$ cat config.mk
export PLATFORM = sky130hd
export DESIGN_NAME = mem_arbiter
export DESIGN_NICKNAME = d
export VERILOG_FILES = /design/src/rtl/mem_arbiter.sv
export SDC_FILE = /design/constraint.sdc
export NUM_CORES = 1
export LEC_CHECK = 0
export BUFFER_PORTS_ARGS = -buffer_cell sky130_fd_sc_hd__clkbuf_2
export CORE_ASPECT_RATIO = 0.6
export CORE_UTILIZATION = 40
export CTS_BUF_LIST = sky130_fd_sc_hd__clkbuf_16
export CTS_CLUSTER_DIAMETER = 100
export CTS_CLUSTER_SIZE = 24
export DETAILED_ROUTE_END_ITERATION = 12
export GPL_ROUTABILITY_DRIVEN = 0
export PLACE_DENSITY = 0.7
export SLEW_MARGIN = 20
export SYNTH_ARGS = -nofsm -noshare
export SYNTH_HDL_FRONTEND = slang
export SYNTH_SLANG_ARGS = --single-unit
$ cat constraint.sdc
create_clock -name clk -period 2.58 [get_ports clk]
set_clock_uncertainty 0.2 [all_clocks]
set_input_delay 0.258 -clock clk [delete_from_list [all_inputs] [get_ports clk]]
set_output_delay 0.258 -clock clk [all_outputs]
set_load 0.005 [all_outputs]
$ cat src/rtl/mem_arbiter.sv
// rtl/mem_arbiter.sv - two-requester arbiter for the shared synchronous-read memory port
// Round-robin by default; define MEM_ARB_FIXED_PRIO_EN for fixed m0-first priority.
module mem_arbiter #(
  parameter int AW = 16,
  parameter int DW = 16
) (
  input  logic          clk,
  input  logic          rst,
  input  logic          m0_req,
  input  logic [AW-1:0] m0_addr,
  input  logic          m0_wr,
  input  logic          m0_byt,
  input  logic [DW-1:0] m0_wdata,
  output logic          m0_ack,
  output logic [DW-1:0] m0_rdata,
  input  logic          m1_req,
  input  logic [AW-1:0] m1_addr,
  input  logic          m1_wr,
  input  logic          m1_byt,
  input  logic [DW-1:0] m1_wdata,
  output logic          m1_ack,
  output logic [DW-1:0] m1_rdata,
  output logic [AW-1:0] mem_addr,
  output logic          mem_wr,
  output logic          mem_byt,
  output logic [DW-1:0] mem_wdata,
  input  logic [DW-1:0] mem_rdata,
  output logic          owner,
  output logic          busy
);

  typedef enum logic [1:0] {IDLE, ISSUE, WAIT} state_t;

  state_t        state;
  state_t        state_nx;
  logic          grant;
  logic          gsel;
  logic          cur_wr;
  logic          ack_w;
  logic [DW-1:0] rdata0_q;
  logic [DW-1:0] rdata1_q;

`ifndef MEM_ARB_FIXED_PRIO_EN
  logic          last;
`endif

  always_comb begin
    state_nx = state;
    grant    = 1'b0;
    gsel     = owner;
    case (state)
      IDLE: begin
        if (m0_req || m1_req) begin
          grant    = 1'b1;
          state_nx = ISSUE;
`ifdef MEM_ARB_FIXED_PRIO_EN
          gsel     = ~m0_req;
`else
          gsel     = (m0_req && m1_req) ? ~last : m1_req;
`endif
        end
      end
      ISSUE: state_nx = WAIT;
      WAIT: begin
        state_nx = IDLE;
        // The owner's own req belongs to the access being acked, so only the other side may chain.
`ifdef MEM_ARB_FIXED_PRIO_EN
        if (owner && m0_req) begin
          grant    = 1'b1;
          gsel     = 1'b0;
          state_nx = ISSUE;
        end
`else
        if (owner ? m0_req : m1_req) begin
          grant    = 1'b1;
          gsel     = ~owner;
          state_nx = ISSUE;
        end
`endif
      end
      default: state_nx = IDLE;
    endcase
  end

  always_ff @(posedge clk or posedge rst) begin
    if (rst) begin
      state     <= IDLE;
      mem_addr  <= '0;
      mem_wr    <= 1'b0;
      mem_byt   <= 1'b0;
      mem_wdata <= '0;
      owner     <= 1'b0;
      cur_wr    <= 1'b0;
      rdata0_q  <= '0;
      rdata1_q  <= '0;
    end else begin
      state  <= state_nx;
      mem_wr <= 1'b0;
      if (grant) begin
        owner     <= gsel;
        mem_addr  <= gsel ? m1_addr  : m0_addr;
        mem_wr    <= gsel ? m1_wr    : m0_wr;
        mem_byt   <= gsel ? m1_byt   : m0_byt;
        mem_wdata <= gsel ? m1_wdata : m0_wdata;
        cur_wr    <= gsel ? m1_wr    : m0_wr;
      end
      if (state == WAIT && !cur_wr) begin
        if (owner) rdata1_q <= mem_rdata;
        else       rdata0_q <= mem_rdata;
      end
    end
  end

`ifndef MEM_ARB_FIXED_PRIO_EN
  always_ff @(posedge clk or posedge rst) begin
    if (rst)        last <= 1'b1;
    else if (grant) last <= gsel;
  end
`endif

  assign busy     = (state != IDLE);
  assign ack_w    = (state == WAIT);
  assign m0_ack   = ack_w && !owner;
  assign m1_ack   = ack_w && owner;
  assign m0_rdata = (m0_ack && !cur_wr) ? mem_rdata : rdata0_q;
  assign m1_rdata = (m1_ack && !cur_wr) ? mem_rdata : rdata1_q;

endmodule

======== Yosys cells after proc, flatten, opt, wreduce, memory -nomap -nowiden ========
Index checks and enable logic that the tools add are counted.
word-level totals
  bits in registers ....................... 71
  input bits .............................. 88
  output and inout port bits .............. 70
  logic and storage cells ................. 46
cells by class
  equality and inequality tests ........... 3
  muxes and demuxes ....................... 18
  bitwise logic cells ..................... 2
  reduce and logical (&&, ||, !) cells .... 13
operators by type and width
  cell                                                                    count
  16-bit 2-to-1 mux                                                       4
  1-bit 2-to-1 mux                                                        10
  1-bit logical AND                                                       6
  2-bit case mux with 3 select lines                                      1
  1-bit case mux with 2 select lines                                      2
  2-bit AND reduction                                                     2
  2-bit by 1-bit equality test with 1-bit output (second input constant)  1
  2-bit equality test (second input constant)                             1
  1-bit zero test                                                         2
  2-bit zero test                                                         1
  2-bit 2-to-1 mux                                                        1
  2-bit != test (second input constant)                                   1
  1-bit NOT                                                               2
  2-bit nonzero test                                                      1
  1-bit logical OR                                                        1

======== Logic depth before layout (Yosys ltp) ========
Gate-level depths: netlist (run 1).
  word-level depth ........................ 6
  mapped depth ............................ 7
  gate-level depth less buffers ........... 4

======== Worst setup path before layout (run 1) ========
No wires, ideal clock.
  path type ............................... reg2out
  start point ............................. register owner
  end point ............................... output port m0_rdata[10]
  arrival time ............................ 1444 ps
  data required time ...................... 2122 ps
  path slack .............................. 678 ps
  stages on the path, launching flop included .. 5
  cell sequence ........................... dfrtp_1 nand2b_2 nor3_2 buf_2 mux2_2
on the way
  word-level cells in the longest chain between the ends .. 4
ends and longest elaborated chain
  element                 RTL line  source
  from (decl)             28        output logic owner,
  from (signal assigned)  100       owner <= gsel;
  1-bit zero test         123       assign m0_ack = ack_w && !owner;
  1-bit logical AND       123
  1-bit logical AND       125       assign m0_rdata = (m0_ack && !cur_wr) ? mem_rdata : rdata0_q;
  16-bit 2-to-1 mux       125
  to (decl)               15        output logic [DW-1:0] m0_rdata,
Every way passes these cells.

======== Final worst setup path (run 1) ========
  start point ............................. register state[0]
  end point ............................... register mem_addr[12]
on the way
  word-level cells in the longest chain between the ends .. 3
  elaborated cells between the ends (all ways) .. 5
  classes of those cells .................. 1 x eq/ne; 3 x mux; 1 x reduce/logical
ends and longest elaborated chain
  element                                                        RTL line  source
  from (decl)                                                    34        state_t state;
  from (signal assigned)                                         97        state <= state_nx;
  2-bit equality test / 2-bit zero test (equally long branches)  51        case (state)
  1-bit case mux with 2 select lines                             51
  16-bit 2-to-1 mux                                              101       mem_addr <= gsel ? m1_addr : m0_addr;
  to (signal assigned)                                           101
  to (decl)                                                      23        output logic [AW-1:0] mem_addr,
Parallel ways exist; a longest one is shown, timed or not.
A chain may end at the register's enable or synchronous reset.

==> results of run 1 <==
[per-stage QoR]
stage,setup slack (ns),power [mW],hold slack (ns)
floorplan,0.3271,3.731,0.1927
global placement,0.5807,4.731,0.1532
detailed placement,0.5629,4.821,0.1578
CTS,0.05482,6.602,0.001752
global route,0.05134,7.097,0.01252
finish,0.1516,6.624,0.01921
[sequential cells by signal, summed over array words and instances, names as in the netlist]
signal	count
cur_wr	1
last	1
mem_addr	16
mem_byt	1
mem_wdata	16
mem_wr	1
owner	1
rdata0_q	16
rdata1_q	16
state	2
[worst max-delay path: stages (launching register included)]
cell and delay [ns]:
dfrtp_1 0.53, nand2_1 0.20, o2111ai_4 0.27, buf_4 0.28, nand3_1 0.09, a31oi_1 0.21, dlygate4sd3_1 0.59
[timing repair]
action	4_1_cts	5_1_grt
setup endpoints to repair	0	20
endpoints found under the hold margin	119	0
gates resized for setup	0	1
hold buffers	76	0
[report_power, final]
part	internal, mW	switching [mW]
Sequential	1.69	0.350
Combinational	1.86	1.52
Clock	0.741	0.461
Total	4.29	2.33
[final cells by class]
type / count / share of cell area, %
clock buffers: 9 / 4.081
multi-input cells: 221 / 29.47
inverters: 1 / 0.06801
well taps: 112 / 2.539
repair buffers: 246 / 30.47
flip-flops and latches: 71 / 32.22
clock inverters: 7 / 1.156
[cell usage in the layout, fill, tap and decap left out, drive strengths merged]
master and n:
a21boi 1, a21o 1, a21oi 34, a31oi 34, and2 1, and3 1
buf 13, bufinv 1, clkbuf 166, clkinv 6, dfrtp 70, dfstp 1
dlygate4sd3 76, inv 1, mux2 65, nand2 2, nand2b 3, nand3 35
nor2 3, nor2b 1, nor3 2, o2111a 1, o2111ai 1, o21ai 34
o21ba 1, or2 1
[cell families after synthesis]
kind of cell / count (synthesis)
and+or+nand+nor: 49
AOI/OAI and AO/OA: 107
DFF: 71
muxes: 65
buffers and inverters: 33
[per-layer routing]
metal / share of wire, % / wire length, µm / GRT usage [%]
met2: 48 / 4863 / 35.88
met4: 0.97 / 99 / 7.095
met5: 0 / 0 / 0
met3: 7.1 / 721 / 6.364
met1: 44 / 4503 / 28.78
[Yosys cell counts (all sizes together)]
| cell | instances | area share (%) |
|---|---|---|
| dfrtp | 70 | 50 |
| mux2 | 65 | 21 |
| nand3 | 35 | 5.0 |
| a21oi | 34 | 4.8 |
| a31oi | 34 | 6.0 |
| o21ai | 34 | 4.8 |
| clkbuf | 18 | 1.9 |
| buf | 14 | 2.6 |
| nand2b | 3 | 0.60 |
| nor2 | 3 | 0.32 |
| nand2 | 2 | 0.21 |
| nor3 | 2 | 0.57 |
| a21boi | 1 | 0.21 |
| a21o | 1 | 0.21 |
| and2 | 1 | 0.25 |
| and3 | 1 | 0.18 |
| dfstp | 1 | 0.74 |
| inv | 1 | 0.11 |
| nor2b | 1 | 0.18 |
| o2111a | 1 | 0.32 |
| o2111ai | 1 | 0.25 |
| o21ba | 1 | 0.28 |
| or2 | 1 | 0.18 |
[final timing paths]
path                          startpoint            to  slack [ns]  cells past startpoint
setup / recovery                state[0]  mem_addr[12]        0.15                      6
hold / removal             mem_rdata[15]  rdata0_q[15]        0.02                      2
setup reg to reg                state[0]  mem_addr[12]        0.15                      6
hold reg to reg              rdata1_q[0]   rdata1_q[0]        0.29                      1
max in group asynchronous            rst          last        1.51                      4
min in group asynchronous            rst   rdata1_q[8]        0.34                      4
==> results, run 1 <==
- The shortest clock period the worst path allows after layout is approximately 2.4 ns.
- For the pin with the worst max-slew slack, the measured transition is 0.5240 ns.
- The total core area is 8556 µm².
- The first global-routing pass estimated 15.48 mm of wire.
- The number of rows created at floorplan is 26.
- The synthesized netlist devotes 0% of its cell area to XOR and XNOR gates.
- The die boundary height is 74.84 µm.
- The maximum clock path buffer count is 2.
- The dominant combinational cell family by area after synthesis is multiplexers.
- The post-CTS repair timing setup buffer count is 0.
- The effective utilization at floorplan is between 40% and 50%.
- The global router's overall resource usage is between 20% and 30%.
- The H-tree was split into 3 levels.
- Measured against its own limit, the worst slew margin works out to about two thirds.
- In this run the horizontal extent of the chip is 123.4 µm.
- After technology mapping, the gate count stands at 325.
- The initial antenna violation count was 0.
- Once placement finished, the instance area stood at 4458 µm².
- The run finished with clean final reports.
- The post-synthesis simple-gate area fraction is 7.428%.
- For this design the ratio of total power to cell area is 1200 nW/µm².
- The total count of max-transition violations in the final report is 0.
- The final-layout setup total negative slack is 0 ns.
- The flip-flop and latch count after synthesis is 71.
- The final hold violation count is 0.
- The library cell used as clock root buffer is clkbuf_16.
- The worst setup path is captured at a flip-flop.
- The number of nets in the synthesized netlist is 413.
- The number of antenna diodes in the final layout is 0.
- The core utilization of the finished layout is 64.51%.
- The DRC marker count from the first detailed-route iteration is 214.
- The via count of the first global-routing pass is 3132.
- The CTS tree is done.
- The routed design has 10.19 mm of wire.
- The static power due to leakage is 2.533 nW.
- After detailed routing, the number of vias per cell comes to 5.190.
- For this run, the post-layout net count is 638.
- The tree built by TritonCTS fans out to 71 sinks.
- The number of CTS-inserted buffers is 9.
- Detailed routing inserted a total of approximately 3500 vias.
- In this run the count of I/O pins placed on the die edge is 158.
- Registers take 1778 µm².
- The clock input transition at the sequential cells of the worst setup and hold paths is 0.06 ns.
- For this run, the register share of the synthesized area comes to around 50%.
- The synthesized netlist devotes 16.91% of its cell area to compound gates.
- The clock latency of the later-clocked register in the worst-skew pair is between 0.3 and 0.4 ns.
- The worst setup path is launched from a flip-flop.
- The first detailed-routing pass ran for 5 iterations.
- The number of remaining DRC errors is 0.
- The finished cells cover about 5500 µm².
- The post-synthesis mux area share is 20.80%.
- The post-route antenna net violation count is 0.
- The highest ir drop seen on vdd is 575.1 µV.
- Of all nets on the critical path, the largest fanout is 15.
- Summing all multi-input logic gate instances after layout gives 1627 µm².
- Including well taps, the total number of placed cells is 575.
- The kind of critical path is flip-flop to flip-flop.
- The Yosys warning count is 0.
- From synthesis to final layout, the design area changed by 56.03%.
- After global routing the overflow that remains totals 0.
- The post-synthesis cell type count is 29.
- Max-cap violations in this run came to 0.
- The floorplan step defined a die boundary enclosing a little over 9000 µm².
- In this run the worst hold path is classified as input port to flip-flop.
- The synthesized area per cell is 10.88 µm².
- Of the cells placed in the final design, the portion with a size suffix greater than 1 is 45.77%.
- After detailed routing, the average wire length per cell comes to 15.27 µm.
- In the finished design, the share of the clock period the worst path needs comes to 94.12%.
- Setup violations remaining at the end of the flow were counted as 0.
- Summed over all nets, the half-perimeter wirelength after detailed placement is 6.444 mm.
- The number of buffers inserted by port buffering is 157.
- Entering global routing, the biggest net connects 72 pins.
- The arrival time of the worst setup path is 2.49 ns.
- The critical path data required time is 2.64 ns.
- Setup repair after global routing left no endpoint under its margin.
- The fill cell total of the finished layout is 700.
- The final cell count without fillers is 667.
- The fmax is 411.8 MHz.
- After Yosys synthesis, full adders, half adders and majority gates account for 0% of the synthesized area.
- Summing every instance area after synthesis gives 3537 µm².
Note: power is estimated with default switching activity, not from simulation.
==> run 2, diff against run 1 <==
Clock period 2.58 ns to 2.3 ns, I/O delays scaled along.
==> results, run 2 (same netlist as run 1, synthesis figures left out) <==
- The routed via count is 3656 (was 3462).
- The overall power after layout came to 7.180 mW (was 6.624 mW).
- The static power due to leakage is 2.621 nW (was 2.533 nW).
- The number of antenna repair diodes came to 0 (unchanged).
- The wire length reported by the detailed router is 11.45 mm (was 10.19 mm).
- The total count of max-transition violations in the final report is 0 (unchanged).
- The clock input transition at the sequential cells of the worst setup and hold paths came to 0.06 ns (about the same).
- The number of remaining DRC errors came to 0 (unchanged).
- The initial antenna violation count came to 0 (unchanged).
- The CTS tree is done (unchanged).
- The pin count of the biggest net entering global routing is 72 (unchanged).
- The total core area is 8556 µm² (unchanged).
- The fmax is 450.8 MHz.
- The kind of critical path was flip-flop to output port (was flip-flop to flip-flop).
- The hold slack is 0.01314 ns (was 0.01921 ns).
- The fraction of the cycle the final worst path needs is 96.45%.
- The effective utilization at floorplan is 41.34% (unchanged).
- The core utilization of the finished layout is 66.66% (was 64.51%).
- The number of optimization iterations in the first detailed-route pass is 5 (unchanged).
- The number of top-level pins was 158 (unchanged).
- The half-perimeter wire length after placement was 6.568 mm (was 6.444 mm).
- The library cell used as clock root buffer was clkbuf_16 (unchanged).
- The maximum net fanout on the critical path is 16 (was 15).
- The fill cell total of the finished layout is 649 (was 700).
- The die boundary width came to 123.4 µm (unchanged).
- The max-capacitance violation count is 0 (unchanged).
- The most common cell after layout, fill and taps aside is clkbuf_2 (unchanged).
- The layout overhead on the synthesized area is 61.23% (was 56.03%).
- The final hold violation count is 0 (unchanged).
- The clock latency of the later-clocked register in the worst-skew pair is 0.33 ns (was 0.32 ns).
- The highest ir drop seen on vdd is 604.0 µV (was 575.1 µV).
- The multi-input gate area in the final layout was 1634 µm² (was 1627 µm²).
- The total global routing overflow is 0 (unchanged).
- The number of setup violations in the final report was 0 (unchanged).
- The routed wire length per instance is 16.86 µm (was 15.27 µm).
- The number of H-tree levels was 3 (unchanged).
- The number of CTS-inserted buffers is 9 (unchanged).
- The arrival time of the worst setup path is 1.79 ns (was 2.49 ns).
- The via count of the first global-routing pass is 3485 (was 3132).
- The area used by sequential logic in the layout is 1780 µm² (was 1778 µm²).
- The cell count after placement is 575 (unchanged).
- The routed via count divided by cell count is 5.384 (was 5.190).
- The number of rows created at floorplan is 26 (unchanged).
- Most frequent cells in the layout: clkbuf_2, dlygate4sd3_1, dfrtp_1 (unchanged).
- For the finished layout, the period the worst path requires is 2.218 ns.
- The path class of the lowest-slack min-delay path is input port to flip-flop (unchanged).
- The headroom to the max-slew limit is 70.34% (was 65.05%).
- The final cell area excluding filler cells is 5703 µm² (was 5519 µm²).
- The DRC marker count from the first detailed-route iteration is 149 (was 214).
- The critical path data required time is 1.87 ns (was 2.64 ns).
- The maximum clock path buffer count is 2 (unchanged).
- The final-layout setup total negative slack was 0 ns (unchanged).
- The endpoint kind of the worst setup timing path is an output port (was flip-flop).
- The TritonCTS sink count came to 71 (unchanged).
- The number of buffers inserted by port buffering is 157 (unchanged).
- The setup slack after layout is 0.08161 ns (was 0.1516 ns).
- The sort of element at the start of the critical path is a flip-flop (unchanged).
- The area after detailed placement is 4458 µm² (unchanged).
- The number of nets in the layout is 650 (was 638).
- The final cell count without fillers came to 679 (was 667).
- The full die area is 9235 µm² (unchanged).
- The pin slew with the least headroom to its limit is 0.4449 ns (was 0.5240 ns).
- The power per cell area is 1259 nW/µm² (was 1200 nW/µm²).
- The global router's overall resource usage is 24.34% (was 22.07%).
- The pre-CTS setup slack was 0.3296 ns (was 0.5629 ns).
- Run status: finished clean (unchanged).
- The fraction of final layout cells sized beyond drive strength 1 came to 45.86% (was 45.77%).
- Setup repair after global routing missed its margin: true (was false).
- The die boundary height is 74.84 µm (unchanged).
- The wire length of the first global-routing pass is 16.98 mm (was 15.48 mm).
- The post-route antenna net violation count is 0 (unchanged).
-- run 2: changes by cell type in the layout (fill, tap and decap cells not counted), moves of 2 or more --
cell           change
dfrtp_2            +2
dfrtp_1            -2
clkinv_1           +2
clkinv_2           -4
buf_6              +2
clkinvlp_4         +2
dlygate4sd3_1      +7
-- run 2: routing by layer --
| metal | vias up | routed length (µm) | share of wire (%) | GRT usage, % |
|---|---|---|---|---|
| met1 | 1766 | 4783 | 42 | 29.97 |
| met4 | 0 | 187 | 1.6 | 9.103 |
| met5 | - | 0 | 0 | 0 |
| met3 | 21 | 860 | 7.5 | 6.970 |
| li1 | 1684 | - | - | - |
| met2 | 185 | 5619 | 49 | 41.34 |
-- run 2: critical path, cell delays in order (launching register included) --
cell      delay (ns)
dfrtp_2         0.44
nand2_2         0.11
nor3_4          0.25
buf_12          0.19
mux2_2          0.35
clkbuf_2        0.12
-- run 2: power by group --
group,leakage [nW],internal (mW),switching [mW]
combinational,1.64,1.73,1.69
sequential,0.830,1.90,0.412
clock,0.147,0.939,0.509
-- run 2: timing repair --
item	in CTS	in global routing
hold endpoints to repair	128	1
buffers inserted	1	1
pin swaps	1	3
endpoints found under the setup margin	14	34
cloned	1	2
hold buffers	82	1
resized for setup	1	6
-- run 2: cell type report --
| type | instances | area share [%] |
|---|---|---|
| Multi-Input combinational cell | 222 | 28.65 |
| Inverter | 1 | 0.06582 |
| Sequential cell | 71 | 31.22 |
| Timing Repair Buffer | 257 | 32.12 |
| Clock inverter | 7 | 1.536 |
| Clock buffer | 9 | 3.949 |
| Tap cell | 112 | 2.457 |
-- run 2: final timing paths --
kind	to	depth (start not counted)	slack [ns]	startpoint
max in group asynchronous	last	4	1.22	rst
worst max-delay path	m1_rdata[12]	5	0.08	state[1]
worst min register to register	rdata1_q[0]	1	0.29	rdata1_q[0]
worst min-delay path	rdata0_q[9]	2	0.01	mem_rdata[9]
min in group asynchronous	rdata1_q[0]	4	0.37	rst
worst max register to register	mem_addr[15]	6	0.10	state[0]
==> run 3, diff against run 2 <==
==> constraint.sdc (replaced) <==
create_clock -name clk -period 2.3 [get_ports clk]
set_clock_uncertainty 0.2 [all_clocks]
set_input_delay 0.575 -clock clk [delete_from_list [all_inputs] [get_ports clk]]
set_output_delay 0.575 -clock clk [all_outputs]
set_load 0.005 [all_outputs]
==> results, run 3 (same netlist as run 1, synthesis figures left out) <==
- The number of buffers inserted by port buffering was 157 (unchanged).
- The static power due to leakage came to 2.282 nW (was 2.621 nW).
- The number of H-tree levels is 3 (unchanged).
- The maximum clock path buffer count is 2 (unchanged).
- The via count of the first global-routing pass is 2926 (was 3485).
- The initial antenna violation count is 0 (unchanged).
- The critical path's slowest cell is dfrtp_1 (was dfrtp_2).
- The fraction of the cycle the final worst path needs is 110.6% (was 96.45%).
- The number of remaining DRC errors was 0 (unchanged).
- The TritonCTS sink count was 71 (unchanged).
- The library cell used as clock root buffer is clkbuf_16 (unchanged).
- The highest metal layer used by the detailed router is met4 (unchanged).
- The highest cell delay on the worst timing path is 0.42 ns (was 0.44 ns).
- The wire length reported by the detailed router is 9.600 mm (was 11.45 mm).
- The maximum net fanout on the critical path came to 7 (was 16).
- The pin slew with the least headroom to its limit is 0.9977 ns (was 0.4449 ns).
- The number of cells on the critical path is 6 (was 5).
- The arrival time of the worst setup path is 1.77 ns (was 1.79 ns).
- The die boundary width is 123.4 µm (unchanged).
- The kind of cell adding the most delay to the critical path is flip-flops (unchanged).
- The number of antenna repair diodes is 0 (unchanged).
- The die boundary height is 74.84 µm (unchanged).
- The routed via count divided by cell count is 5.429 (was 5.384).
- The total count of max-transition violations in the final report is 0 (unchanged).
- The effective utilization at floorplan is 41.34% (unchanged).
- The number of optimization iterations in the first detailed-route pass came to 4 (was 5).
- The total length of routed met3 wires is 748 µm (was 860 µm).
- Run status: finished, violations left (was finished clean).
- The wire length of the first global-routing pass was 15.10 mm (was 16.98 mm).
- The final hold violation count was 0 (unchanged).
- The full die area was 9235 µm² (unchanged).
- The clock input transition at the sequential cells of the worst setup and hold paths came to 0.05 ns (was 0.06 ns).
- The number of CTS-inserted buffers came to 9 (unchanged).
- The kind of critical path is flip-flop to output port (unchanged).
- The routed wire length per instance is 16.03 µm (was 16.86 µm).
- Setup repair after global routing missed its margin: true (unchanged).
- The overall power after layout is 6.756 mW (was 7.180 mW).
- The clock latency of the later-clocked register in the worst-skew pair is 0.32 ns (was 0.33 ns).
- The fraction of final layout cells sized beyond drive strength 1 is 53.18% (was 45.86%).
- The number of buffers inserted by hold repair at cts came to 0 (was 82).
- The total core area came to 8556 µm² (unchanged).
- The slack of the worst reg-to-reg path is 0.22 ns (was 0.10 ns).
- The met2 wire length is 4.260 mm (was 5.619 mm).
- The power per cell area is 1387 nW/µm² (was 1259 nW/µm²).
- The post-route antenna net violation count is 0 (unchanged).
- The most common cell after layout, fill and taps aside is clkbuf_2 (unchanged).
- The critical path data required time is 1.52 ns (was 1.87 ns).
- The fill cell total of the finished layout came to 779 (was 649).
- The first element of the critical path is owner (was state[1]).
- The pin count of the biggest net entering global routing is 72 (unchanged).
- The number of nets in the layout came to 570 (was 650).
- The endpoint kind of the worst setup timing path is an output port (unchanged).
- The setup slack after layout came to -0.2432 ns (was 0.08161 ns).
- The critical path buffer and inverter count is 3 (was 2).
- The shortest clock period the worst path allows after layout came to 2.543 ns (was 2.218 ns).
- The origin of the critical flop-to-flop path is state[1] (was state[0]).
- The pre-CTS setup slack came to 0.06021 ns (was 0.3296 ns).
- The number of setup violations in the final report is 32 (was 0).
- Most frequent cells in the layout: clkbuf_2, dfrtp_1, mux2_2 (was clkbuf_2, dlygate4sd3_1, dfrtp_1).
- The number of rows created at floorplan is 26 (unchanged).
- The global router's overall resource usage is 21.79% (was 24.34%).
- The path class of the lowest-slack min-delay path was input port to asynchronous set/reset pin (was input port to flip-flop).
- The total global routing overflow came to 0 (unchanged).
- The fmax is 393.2 MHz (was 450.8 MHz).
- The layout overhead on the synthesized area is 37.74% (was 61.23%).
- The endpoint of the lowest-slack register-to-register path is cur_wr (was mem_addr[15]).
- The headroom to the max-slew limit came to 33.46% (was 70.34%).
- The highest ir drop seen on vdd came to 439.3 µV (was 604.0 µV).
- The worst reg2reg path depth is 4 (was 6).
- The wire length on met1 is 4.477 mm (was 4.783 mm).
- The area used by sequential logic in the layout is 1779 µm² (was 1780 µm²).
- The sort of element at the start of the critical path is a flip-flop (unchanged).
- The routed via count is 3252 (was 3656).
- The hold slack is 0.1360 ns (was 0.01314 ns).
- The worst setup path endpoint is m0_rdata[6] (was m1_rdata[12]).
- Cell-by-cell listing of the critical path: nand2b_4 > nor3_4 > buf_4 > clkbuf_16 > mux2_2 > clkbuf_2 (was nand2_2 > nor3_4 > buf_12 > mux2_2 > clkbuf_2).
- The DRC marker count from the first detailed-route iteration was 157 (was 149).
- The multi-input gate area in the final layout was 1632 µm² (was 1634 µm²).
- The max-capacitance violation count is 0 (unchanged).
- The number of top-level pins is 158 (unchanged).
- The CTS tree was done (unchanged).
- The half-perimeter wire length after placement was 6.378 mm (was 6.568 mm).
- The final reports fail on setup timing.
-- run 3: cell types whose count changed in the layout (fill, tap and decap cells not counted), sizes merged --
| cell | before | now |
|---|---|---|
| and2 | 2 | 1 |
| bufinv | 2 | 0 |
| clkinv | 3 | 4 |
| dlygate4sd3 | 83 | 0 |
| buf | 15 | 19 |
| inv | 1 | 2 |
-- run 3: timing repair --
| item | 4_1_cts | 5_1_grt |
|---|---|---|
| gates cloned | 2 | 1 |
| setup buffers | 3 | 1 |
| endpoints found under the setup margin | 32 | 32 |
| hold endpoints to repair | 0 | 0 |
| resized for setup | 2 | 1 |
-- run 3: layout make-up --
| cell class | count | area share (%) |
|---|---|---|
| clock buffer | 9 | 4.622 |
| clock inverter | 7 | 0.6677 |
| inverter | 1 | 0.1541 |
| multi-input combinational | 221 | 33.49 |
| sequential | 71 | 36.52 |
| tap | 112 | 2.876 |
| timing repair buffer | 178 | 21.67 |
-- run 3: power breakdown --
group          switching (mW)  internal [mW]
sequential              0.391           1.90
clock                   0.486          0.709
combinational            1.63           1.64
total                    2.50           4.25
-- run 3: how the worst min path moves through the flow --
| stage | startpoint | to | slack [ns] | cells after the start |
|---|---|---|---|---|
| 3_3_place_gp | rdata1_q[0] | rdata1_q[0] | 0.27 | 1 |
| 4_1_cts | rst | rdata1_q[2] | 0.15 | 3 |
| 6_report | rst | rdata0_q[1] | 0.14 | 3 |
| 3_5_place_dp | rdata1_q[0] | rdata1_q[0] | 0.29 | 1 |
| 2_1_floorplan | rdata1_q[0] | rdata1_q[0] | 0.25 | 1 |
| 5_1_grt | rst | rdata1_q[8] | 0.17 | 3 |
-- run 3: tightest hold or removal path, delay by kind of cell --
| family | cells | cell delay [ns] |
|---|---|---|
| buffers and inverters | 3 | 0.48 |
-- run 3: layer usage --
layer	GRT usage, %	vias to the layer above
met4	6.961	0
met2	32.22	141
met3	6.818	10
met1	30.62	1576
met5	0	-
li1	-	1525
-- run 3: through the flow --
step | instances | util (%) | setup TNS, ns | area [µm²]
floorplan | 325 | - | 0 | 3541
global placement | 576 | 52.52 | 0 | 4493
detailed placement | 576 | 52.52 | 0 | 4493
CTS | 597 | 56.55 | -7.461 | 4838
global route | 599 | 56.95 | -9.130 | 4872
finish | 599 | 56.95 | -6.781 | 4872
